==> src/rtl/uart_frame_streamer_pkg.sv <==
// ============================================================================
//  Module      : uart_frame_streamer_pkg
//  Description : Shared types and defaults for the UART frame streamer:
//                FSM state encoding and the sync header byte defaults.
//  Revision    : 1.0 - initial release
// ============================================================================
`default_nettype none
`timescale 1ns/1ps

package uart_frame_streamer_pkg;

  // Streamer FSM states, explicit 4-bit encoding
  typedef enum logic [3:0] {
    S_IDLE    = 4'd0,
    S_HDR0    = 4'd1,
    S_HDR1    = 4'd2,
    S_RD      = 4'd3,
    S_LATCH   = 4'd4,
    S_SEND    = 4'd5,
    S_WAIT_HI = 4'd6,
    S_WAIT_LO = 4'd7,
    S_DONE    = 4'd8
  } state_t;

  // Default sync header bytes sent ahead of every frame
  localparam logic [7:0] SYNC0_DEFAULT = 8'hAA;
  localparam logic [7:0] SYNC1_DEFAULT = 8'h55;

endpackage : uart_frame_streamer_pkg

`default_nettype wire

==> src/rtl/uart_frame_streamer.sv <==
// ============================================================================
//  Module      : uart_frame_streamer
//  Description : Streams one image frame (2-byte sync header followed by every
//                pixel in address order) from a synchronous-read pixel RAM to
//                a UART transmitter, pacing each byte on the UART busy flag.
//                All outputs are registered.
//  Revision    : 1.0 - initial release
// ============================================================================
`default_nettype none
`timescale 1ns/1ps

module uart_frame_streamer
  import uart_frame_streamer_pkg::*;
#(
  parameter int         NUM_PIX = 16384,
  parameter int         ADDR_W  = 14,
  parameter logic [7:0] SYNC0   = SYNC0_DEFAULT,
  parameter logic [7:0] SYNC1   = SYNC1_DEFAULT
) (
  input  logic              clk_50m,
  input  logic              rst_n,
  input  logic              start,
  input  logic              abort,
  output logic [ADDR_W-1:0] mem_addr,
  output logic              mem_rd,
  input  logic [7:0]        mem_data,
  output logic [7:0]        tx_data,
  output logic              tx_wr,
  input  logic              tx_busy,
  output logic              busy,
  output logic              done
);

  // Address of the final pixel; the counter stops here rather than wrapping
  localparam logic [ADDR_W-1:0] LAST_ADDR = ADDR_W'(NUM_PIX - 1);

  state_t              state_q, state_d;
  state_t              ret_q, ret_d;      // state to resume once the UART frees up
  logic                pix_q, pix_d;      // byte in flight is a pixel (not header)
  logic [ADDR_W-1:0]   cnt_q, cnt_d;
  logic [ADDR_W-1:0]   mem_addr_q, mem_addr_d;
  logic                mem_rd_q, mem_rd_d;
  logic [7:0]          tx_data_q, tx_data_d;
  logic                tx_wr_q, tx_wr_d;
  logic                busy_q, busy_d;
  logic                done_q, done_d;

  // Register the FSM, counter and all outputs
  always_ff @(posedge clk_50m or negedge rst_n) begin
    if (!rst_n) begin
      state_q    <= S_IDLE;
      ret_q      <= S_IDLE;
      pix_q      <= 1'b0;
      cnt_q      <= '0;
      mem_addr_q <= '0;
      mem_rd_q   <= 1'b0;
      tx_data_q  <= 8'h00;
      tx_wr_q    <= 1'b0;
      busy_q     <= 1'b0;
      done_q     <= 1'b0;
    end else begin
      state_q    <= state_d;
      ret_q      <= ret_d;
      pix_q      <= pix_d;
      cnt_q      <= cnt_d;
      mem_addr_q <= mem_addr_d;
      mem_rd_q   <= mem_rd_d;
      tx_data_q  <= tx_data_d;
      tx_wr_q    <= tx_wr_d;
      busy_q     <= busy_d;
      done_q     <= done_d;
    end
  end

  // Next state, plus outputs decoded from the next state so they register
  // alongside it (Moore outputs with no input-to-output combinational path)
  always_comb begin
    state_d = state_q;
    ret_d   = ret_q;
    pix_d   = pix_q;
    cnt_d   = cnt_q;

    if (abort) begin
      state_d = S_IDLE;
    end else begin
      case (state_q)
        S_IDLE: begin
          if (start) begin
            state_d = S_HDR0;
            cnt_d   = '0;
          end
        end
        S_HDR0: begin
          state_d = S_WAIT_HI;
          ret_d   = S_HDR1;
          pix_d   = 1'b0;
        end
        S_HDR1: begin
          state_d = S_WAIT_HI;
          ret_d   = S_RD;
          pix_d   = 1'b0;
        end
        S_RD:    state_d = S_LATCH;
        S_LATCH: state_d = S_SEND;
        S_SEND: begin
          state_d = S_WAIT_HI;
          pix_d   = 1'b1;
          ret_d   = (cnt_q == LAST_ADDR) ? S_DONE : S_RD;
        end
        S_WAIT_HI: begin
          if (tx_busy) state_d = S_WAIT_LO;
        end
        S_WAIT_LO: begin
          if (!tx_busy) begin
            state_d = ret_q;
            // The last pixel leaves the counter at LAST_ADDR so it never wraps
            if (pix_q && (ret_q != S_DONE)) cnt_d = cnt_q + ADDR_W'(1);
          end
        end
        S_DONE:  state_d = S_IDLE;
        default: state_d = S_IDLE;
      endcase
    end

    tx_wr_d    = (state_d == S_HDR0) || (state_d == S_HDR1) || (state_d == S_SEND);
    mem_rd_d   = (state_d == S_RD);
    mem_addr_d = (state_d == S_RD) ? cnt_d : mem_addr_q;
    busy_d     = (state_d != S_IDLE);
    done_d     = (state_d == S_DONE);

    // tx_data only changes when a header byte is loaded or a pixel is latched
    tx_data_d = tx_data_q;
    if (state_d == S_HDR0) begin
      tx_data_d = SYNC0;
    end else if (state_d == S_HDR1) begin
      tx_data_d = SYNC1;
    end else if ((state_q == S_LATCH) && (state_d == S_SEND)) begin
      tx_data_d = mem_data;
    end
  end

  assign mem_addr = mem_addr_q;
  assign mem_rd   = mem_rd_q;
  assign tx_data  = tx_data_q;
  assign tx_wr    = tx_wr_q;
  assign busy     = busy_q;
  assign done     = done_q;

endmodule : uart_frame_streamer

`default_nettype wire
==> config.mk <==
export PLATFORM = sky130hd
export DESIGN_NAME = uart_frame_streamer
export DESIGN_NICKNAME = d
export VERILOG_FILES = /design/src/rtl/uart_frame_streamer_pkg.sv /design/src/rtl/uart_frame_streamer.sv
export SDC_FILE = /design/constraint.sdc
export NUM_CORES = 1
export LEC_CHECK = 0
export CAP_MARGIN = 5
export CORE_AREA = 2 2 97 99
export DETAILED_ROUTE_END_ITERATION = 6
export DIE_AREA = 0 0 99 101
export RECOVER_POWER = 100
export SYNTH_ARGS = -nofsm -noshare
export SYNTH_HDL_FRONTEND = slang
export SYNTH_SLANG_ARGS = --single-unit
==> constraint.sdc <==
create_clock -name clk_50m -period 2.3 [get_ports clk_50m]
set_input_delay 0.46 -clock clk_50m [delete_from_list [all_inputs] [get_ports clk_50m]]
set_output_delay 0.46 -clock clk_50m [all_outputs]
set_load 0.01 [all_outputs]
==> out/metrics.yaml, run 1 <==
wl_per_cell_um: 14.4
synth.area.top_cells: "dfrtp_1 49%, mux2_1 5.5%, nand2_1 3.4%"
rows: 35
cts_tree: "built"
synth_ff_type: "dfrtp_1"
endpoint_kind: "register"
dr.pass1.iters: 4
required_ns: 2.55
synthArstFlopShare: 1.00
rsz0062_at_grt: "false"
dp_slack_ns: -0.111
die_w_um: 99
max_freq_ghz: 0.464
finalCritPeriodShare: 0.937
worst_path_dominant_cell_family: "buffers and inverters"
via_per_inst: 5.11
synth_area_um2: 2450
synth_edf_count: 0
crit_slowest_cell: "dlygate4sd3_1"
die_area_um2: 10000
num_vias: 2037
grt_usage: 0.121
yosys_warnings: 0
seq_area_frac_synth: 0.489
synthCells: 235
clkSlewWorstSetupHoldPaths_ns: 0.09
cts_inserted_buffers: 5
hp-class: "in2async"
root_buffer: "clkbuf_8"
status: "finished, final reports clean"
clkSinkCount: 48
grt_pass1_vias: 1915
cts_setup_buffers: 0
drt-total-wl_um: 5760
yosys.area.top_type_share: 0.489
htreeDepth: 2
fillers: 896
path_class: "in2reg"
antenna_cells: 0
grt_pass1_wl_um: 9670
drive_gt1_frac: 0.122
pwr_density_cell_nw_per_um2: 713
fin_crit_ns: 2.15
critical_path_buf_inv_count: 3
synth.distinct_cells: 57
max_stage_delay_ns: 0.59
nNetsFinal: 301
io_pins: 39
finalHoldViolations: 0
critPathArrivalTime_ns: 2.41
core_um2: 8980
drc: 0
yosysMostFrequentCell: "dfrtp_1"
cellLeakagePower_nw: 1.39
dp_hpwl_um: 4280
antenna_found_initial: 0
slew_viol_final: 0
die_height_um: 101
synth_area_leader_cell: "dfrtp_1"
maxCapViolations: 0
ctsHoldBuffers: 0
start_util: 0.273
total_power_mw: 2.20
ys_seq_elements: 48
finalSetupViolCount: 0
grt-ovfl-total: 0
final_antenna_net_count: 0
grt_start_max_net_pins: 27
crit_fanout: 6
syn_nets: 249
critPathLaunchType: "input port"
skew_ns: 0.0113
path_cells: "dlygate4sd3_1, clkbuf_1, inv_1, nand2_1, or3_1, o311ai_1, mux2_1"
vdd_ir_drop_max_uv: 374
avgSynthCellArea_um2: 10.4
drt_iter0_drc: 144
worst_pin_slew_ns: 1.16
fin_ws_ns: 0.145
numPortBuffers: 38
areaGrowthSynthToFinish_pct: 25.9
gp_congestion: 0.875
yosys-top-cells-count: "48 x dfrtp_1, 22 x nand2_1, 12 x a21oi_1, 12 x mux2_1"
clock_latency_ns: 0.31
clk_path_buf_depth: 2
slew_headroom: 0.228
[worst reg2reg max path, stage by stage, from the launching register on]
cell and delay, ns:
dfrtp_1 0.62, and4b_1 0.38, nand2_1 0.20, or3_1 0.39, o311ai_1 0.31, mux2_1 0.18
[per-layer routing]
metal	wire, µm	GRT usage
met3	192	0.0208
met1	2940	0.173
met2	2540	0.182
met4	87	0.0443
met5	0	0
[power breakdown]
part | leakage [nW] | internal (mW) | switching (mW)
Sequential | 0.631 | 0.972 | 0.105
Combinational | 0.710 | 0.317 | 0.286
Clock | 0.0445 | 0.245 | 0.281
[flip-flops by register name (all words and copies together), names as in the netlist]
register	cells
busy	1
state_q	4
cnt_q	14
mem_rd	1
tx_data	8
done	1
ret_q	3
pix_q	1
tx_wr	1
mem_addr	14
[layout make-up]
class                           instances  area [µm²]  share of cell area
Multi-Input combinational cell        165        1120               0.363
Inverter                               10        37.5              0.0121
Timing Repair Buffer                   57         497               0.161
Clock buffer                            7        86.3              0.0279
Sequential cell                        48        1200               0.389
Tap cell                              111         139              0.0449
Clock inverter                          1        7.51             0.00243
[through the flow]
stage | area (µm²) | instances | hold slack (ns) | setup TNS (ns) | util
final | 3090 | 399 | 0.361 | 0 | 0.344
after global routing | 3090 | 399 | 0.484 | 0 | 0.344
after CTS | 3160 | 399 | 0.135 | 0 | 0.352
after detailed placement | 3070 | 391 | 0.471 | -0.344 | 0.342
after global placement | 3070 | 391 | 0.470 | -0.0196 | 0.342
after floorplan | 2450 | 235 | 0.164 | 0 | -
[what timing repair did]
action / in CTS / in global routing
hold endpoints to repair: 0 / 0
endpoints found under the setup margin: 0 / 3
resized for setup: 0 / 1
[cells by family after synthesis]
| group | synth area share |
|---|---|
| simple gates | 0.191 |
| compound gates | 0.203 |
| flops | 0.489 |
| buf+inv | 0.0438 |
| mux | 0.0642 |
| xor+xnor | 0.00357 |
| fa+ha+maj | 0.00510 |
[worst paths after layout]
path | cells past startpoint | end | slack, ns | startpoint
setup / recovery | 7 | mem_addr[11] | 0.15 | abort
hold / removal | 1 | tx_data[2] | 0.36 | rst_n
setup reg to reg | 5 | mem_addr[11] | 0.17 | state_q[1]
hold reg to reg | 1 | mem_addr[1] | 0.49 | mem_addr[1]
max in group asynchronous | 2 | state_q[3] | 0.71 | rst_n
min in group clk_50m | 1 | mem_addr[1] | 0.49 | mem_addr[1]
[cell usage in the layout (no fill, tap or decap), types with 4 or more instances in the layout]
cell type and count:
clkbuf_8 6, and3_1 4, nand4_1 4, nand2_1 23
buf_4 12, dfrtp_1 47, a21oi_1 12, clkdlybuf4s50_1 10
o21ai_0 7, nor2_1 9, o22ai_1 4, clkbuf_1 6
inv_1 10, mux2_1 12, nand3_1 10, o211ai_1 7
a31oi_1 9, a2bb2oi_1 4, dlygate4sd3_1 27
Power figures use the tool's default switching activity.
==> inputs of run 2 (changes only) <==
==> constraint.sdc (replaced) <==
create_clock -name clk_50m -period 2.5 [get_ports clk_50m]
set_input_delay 0.5 -clock clk_50m [delete_from_list [all_inputs] [get_ports clk_50m]]
set_output_delay 0.5 -clock clk_50m [all_outputs]
set_load 0.01 [all_outputs]
==> run 2 against run 1 <==
The flow now finishes with violations (capacitance limit, slew limit). Non-clock buffer count fell by 6. Global-route usage is 0.24 points higher. Final area decreased by 0.20%.
==> out/metrics.yaml, run 2 (synthesized netlist as in run 1, its figures left out) <==
status: "finished with violations"
violations: "capacitance limit, slew limit"
nNetsFinal: 295
areaGrowthSynthToFinish_pct: 25.7
dr.pass1.iters: 5
crit_fanout: 11
io_pins: 39
via_per_inst: 4.98
core_um2: 8980
required_ns: 2.68
die_area_um2: 10000
antenna_found_initial: 0
dpl_cell_area_um2: 3010
cts_tree: "built"
clkSinkCount: 48
finish.utilization: 0.344
drive_gt1_frac: 0.0996
gp_congestion: 0.845
final_antenna_net_count: 0
dp_hpwl_um: 4270
rsz0062_at_grt: "false"
antenna_cells: 0
slew_viol_final: 31
clkSlewWorstSetupHoldPaths_ns: 0.08
tns_ns: 0
vdd_ir_drop_max_uv: 468
max_freq_ghz: 0.446
slew_headroom: -0.0396
drt-total-wl_um: 5730
cts_inserted_buffers: 5
critPathArrivalTime_ns: 2.42
root_buffer: "clkbuf_8"
grt_start_max_net_pins: 31
multi_input_comb_area_um2: 1130
numPortBuffers: 38
regArea_um2: 1200
grt_pass1_vias: 2041
final_common_cell: "dfrtp_1"
worst_pin_slew_ns: 1.56
finalHoldViolations: 0
fillers: 904
die_height_um: 101
start_util: 0.273
design_area_um2: 3090
crit_start: "tx_busy"
die_w_um: 99
drt_iter0_drc: 72
path_class: "in2reg"
reg2reg_from: "state_q[1]"
grt-ovfl-total: 0
finalSetupViolCount: 0
layout_common_cells: "48 x dfrtp_1, 27 x dlygate4sd3_1, 23 x nand2_1, 12 x a21oi_1, 12 x mux2_1"
finalCritPeriodShare: 0.898
critPathLaunchType: "input port"
grt_pass1_wl_um: 9940
htreeDepth: 2
cts_setup_buffers: 0
skew_ns: 0.00937
grt_usage: 0.123
wl_per_cell_um: 14.6
fin_crit_ns: 2.24
num_vias: 1952
hp-class: "reg2reg"
endpoint_kind: "register"
pwr_density_cell_nw_per_um2: 702
ctsHoldBuffers: 0
clock_latency_ns: 0.30
cellLeakagePower_nw: 1.37
rows: 35
cts_resized: 0
drc: 0
clk_path_buf_depth: 2
hp-start: "mem_addr[11]"
maxCapViolations: 1
run 2: cell types whose count changed in the layout (fill, tap and decap cells not counted), moves of 2 or more:
cell / previous run / this run
o211ai_1: 7 / 5
buf_4: 12 / 6
bufinv_16: 0 / 2
o211ai_2: 0 / 2
run 2: path summary, 6_finish.rpt:
| kind | endpoint | slack (ns) | cells past startpoint |
|---|---|---|---|
| max | mem_addr[12] | 0.26 | 8 |
| min | mem_addr[11] | 0.49 | 1 |
| max reg2reg | mem_addr[11] | 0.27 | 5 |
| min reg2reg | mem_addr[11] | 0.49 | 1 |
| max in group asynchronous | cnt_q[9] | 0.79 | 2 |
| min in group asynchronous | tx_wr | 0.57 | 1 |
run 2: metal layers:
layer | wire, µm | share of wire | GRT usage | vias to the layer above
li1 | - | - | - | 969
met1 | 2850 | 0.50 | 0.172 | 939
met2 | 2660 | 0.46 | 0.196 | 39
met3 | 150 | 0.026 | 0.0173 | 5
met4 | 71 | 0.012 | 0.0411 | 0
met5 | 0 | 0 | 0 | -
run 2: critical path, cell delays in order:
cell	delay [ns]
clkdlybuf4s50_1	0.47
clkbuf_1	0.31
o21a_1	0.19
o21ai_0	0.09
nor2_1	0.19
nand3_1	0.10
buf_2	0.23
mux2_1	0.34
run 2: through the flow:
step / cells / hold WS [ns] / power, mW / worst slack [ns]
floorplan: 235 / 0.204 / 1.31 / 0.553
global placement: 385 / 0.476 / 1.59 / 0.119
detailed placement: 385 / 0.481 / 1.59 / 0.0742
CTS: 392 / 0.241 / 2.25 / 0.286
global route: 392 / 0.524 / 2.30 / 0.0561
finish: 392 / 0.488 / 2.17 / 0.255
run 2: area by class of cell:
type                    count  area share
repair buffers             51       0.145
inverters                  10      0.0122
clock inverters             2      0.0195
clock buffers               5      0.0223
multi-input cells         165       0.367
well taps                 111      0.0450
flip-flops and latches     48       0.389
run 2: power by group:
group          internal [mW]  switching [mW]
registers              0.893          0.0946
clock network          0.394           0.257
logic                  0.273           0.255
total                   1.56           0.607
==> RTL change, RTL diff (settings of run 1) <==
Add an input register stage for `start`, `abort`, `mem_data` and `tx_busy`, without a reset; this delays them by one clock.
--- a/src/rtl/uart_frame_streamer.sv
+++ b/src/rtl/uart_frame_streamer.sv
@@ -33,6 +33,18 @@
 
   // Address of the final pixel; the counter stops here rather than wrapping
   localparam logic [ADDR_W-1:0] LAST_ADDR = ADDR_W'(NUM_PIX - 1);
+
+  logic start_q;
+  logic abort_q;
+  logic [7:0] mem_data_q;
+  logic tx_busy_q;
+
+  always_ff @(posedge clk_50m) begin
+    start_q    <= start;
+    abort_q    <= abort;
+    mem_data_q <= mem_data;
+    tx_busy_q  <= tx_busy;
+  end
 
   state_t              state_q, state_d;
   state_t              ret_q, ret_d;      // state to resume once the UART frees up
@@ -80,12 +92,12 @@
     pix_d   = pix_q;
     cnt_d   = cnt_q;
 
-    if (abort) begin
+    if (abort_q) begin
       state_d = S_IDLE;
     end else begin
       case (state_q)
         S_IDLE: begin
-          if (start) begin
+          if (start_q) begin
             state_d = S_HDR0;
             cnt_d   = '0;
           end
@@ -108,10 +120,10 @@
           ret_d   = (cnt_q == LAST_ADDR) ? S_DONE : S_RD;
         end
         S_WAIT_HI: begin
-          if (tx_busy) state_d = S_WAIT_LO;
+          if (tx_busy_q) state_d = S_WAIT_LO;
         end
         S_WAIT_LO: begin
-          if (!tx_busy) begin
+          if (!tx_busy_q) begin
             state_d = ret_q;
             // The last pixel leaves the counter at LAST_ADDR so it never wraps
             if (pix_q && (ret_q != S_DONE)) cnt_d = cnt_q + ADDR_W'(1);
@@ -135,7 +147,7 @@
     end else if (state_d == S_HDR1) begin
       tx_data_d = SYNC1;
     end else if ((state_q == S_LATCH) && (state_d == S_SEND)) begin
-      tx_data_d = mem_data;
+      tx_data_d = mem_data_q;
     end
   end
 
Formal check against the unedited RTL: not equivalent (Yosys sat finds a counterexample within 4 cycles, from zero or initial values and one cycle with rst_n low).
==> RTL change against run 1 <==
Wire length increased by 1.5%; setup slack lost 0.028 ns; cell count down 1.5%; clock skew grew 0.0020 ns; sequential cell count up 11; design area rose by 8.4%; power rose by 27%; area after synthesis rose by 9.6%; largest cell class unchanged; count of clock-buffer cells in the layout rose by 5.
==> RTL change: results (changes against run 1) <==
worst skew pair latency=0.35 ns (+0.04 ns); dpl hpwl=4.13 mm (-3.5%); largest net degree at the start of global routing=26 (-3.7%); status=finished, final reports clean; # H-tree levels=3 (+1); detailed router's first-iteration violation count=190 (+32%); commonest cells in the synthesized netlist=dfrtp_1, o21ai_0, nor2_1; reg2reg setup slack=0.12 ns (-0.05 ns); Peak VDD IR=0.427 mV (+14%); GPL Wtd Cong=0.865 (-1.1%); clock-pin slew on the worst setup and hold paths=0.07 ns (-0.02 ns); GRT met1 Usage=17.6% (+0.37 points); # fillers=883 (-1.5%); sequential area share after synthesis=52.8% (+3.9 points); met3 GRT Util=3.61% (+1.5 points); routed wire length=5.84 mm (+1.5%); All-Layer GR Usage=12.7% (+0.60 points); Crit Path Max Fanout=12 (+6); Worst Skew=0.0133 ns (+0.00201 ns); Critical path origin=state_q[3]; TritonCTS Buffers=9 (+4); Worst path max stage delay=0.54 ns (-0.05 ns); vias per cell=5.15 (+0.78%); Place WS=0.149 ns (+0.259 ns); Final nets=291 (-3.3%); layout cells sized above 1=15.2% (+3.1 points); relative slew slack=11.3% (-12 points); Yosys cell types=60 (+5.3%); Leak=1.52 nW (+9.6%); synth top area cells=dfrtp_1, dfxtp_1, mux2_4; met2 Use GR=17.9% (-0.31 points); first-pass GRT wire length=9.88 mm (+2.1%); Slowest cell on crit path=dfrtp_1
## RTL change: cell count changes in the layout (fill, tap and decap cells not counted), moves of 7 or more
cell,before,now
dlygate4sd3_1,27,37
nor3_1,2,10
o211ai_1,7,0
a21oi_1,12,3
dfxtp_1,0,11
nand2_1,23,11
buf_4,12,3
mux2_1,12,5
clkdlybuf4s50_1,10,0
## RTL change: worst max-delay path by stage
stage | end | slack (ns) | depth (start not counted)
3_3_place_gp | mem_addr[5] | 0.20 | 4
6_report | mem_addr[1] | 0.12 | 5
2_1_floorplan | mem_addr[4] | 0.49 | 6
4_1_cts | mem_addr[5] | 0.15 | 4
3_5_place_dp | mem_addr[5] | 0.15 | 4
5_1_grt | mem_addr[3] | 0.04 | 5
## RTL change: cell families after synthesis
group | synth area share (%)
AND/OR/NAND/NOR | 19.9
flip-flops | 52.8
AO/OA/AOI/OAI | 16.0
buffers and inverters | 3.63
multiplexers | 6.79
XOR/XNOR | 0.325
adder cells (fa/ha/maj) | 0.465
## RTL change: cell type report
class | instances | share of cell area, %
clock buffer | 12 | 4.63
clock inverter | 4 | 2.16
inverter | 7 | 0.784
multi-input combinational | 157 | 33.7
sequential | 59 | 42.4
tap | 111 | 4.14
timing repair buffer | 43 | 12.2
## RTL change: stage by stage
step	hold slack [ns]	instance area (sq um)	std cells
2_1_floorplan	0.164	2690	231
3_3_place_gp	0.447	3180	376
5_1_grt	0.489	3350	393
3_5_place_dp	0.457	3180	376
4_1_cts	0.119	3400	392
6_report	0.394	3350	393
## RTL change: power by group through the flow
stage | logic, mW | clock network (mW) | registers, mW
floorplan | 0.288 | 0 | 1.26
global route | 0.538 | 1.15 | 1.25
CTS | 0.542 | 1.10 | 1.24
detailed placement | 0.543 | 0 | 1.25
finish | 0.488 | 1.07 | 1.24
global placement | 0.534 | 0 | 1.26
## RTL change: what timing repair did
| action | CTS | global route |
|---|---|---|
| hold buffers | 0 | 0 |
| setup endpoints to repair | 0 | 5 |
| hold endpoints to repair | 0 | 0 |
| setup buffers | 0 | 1 |
## RTL change: layer usage
metal,vias to the layer above,share of wire (%)
li1,974,-
met1,984,49
met2,53,44
met3,11,4.0
met4,0,2.2
met5,-,0
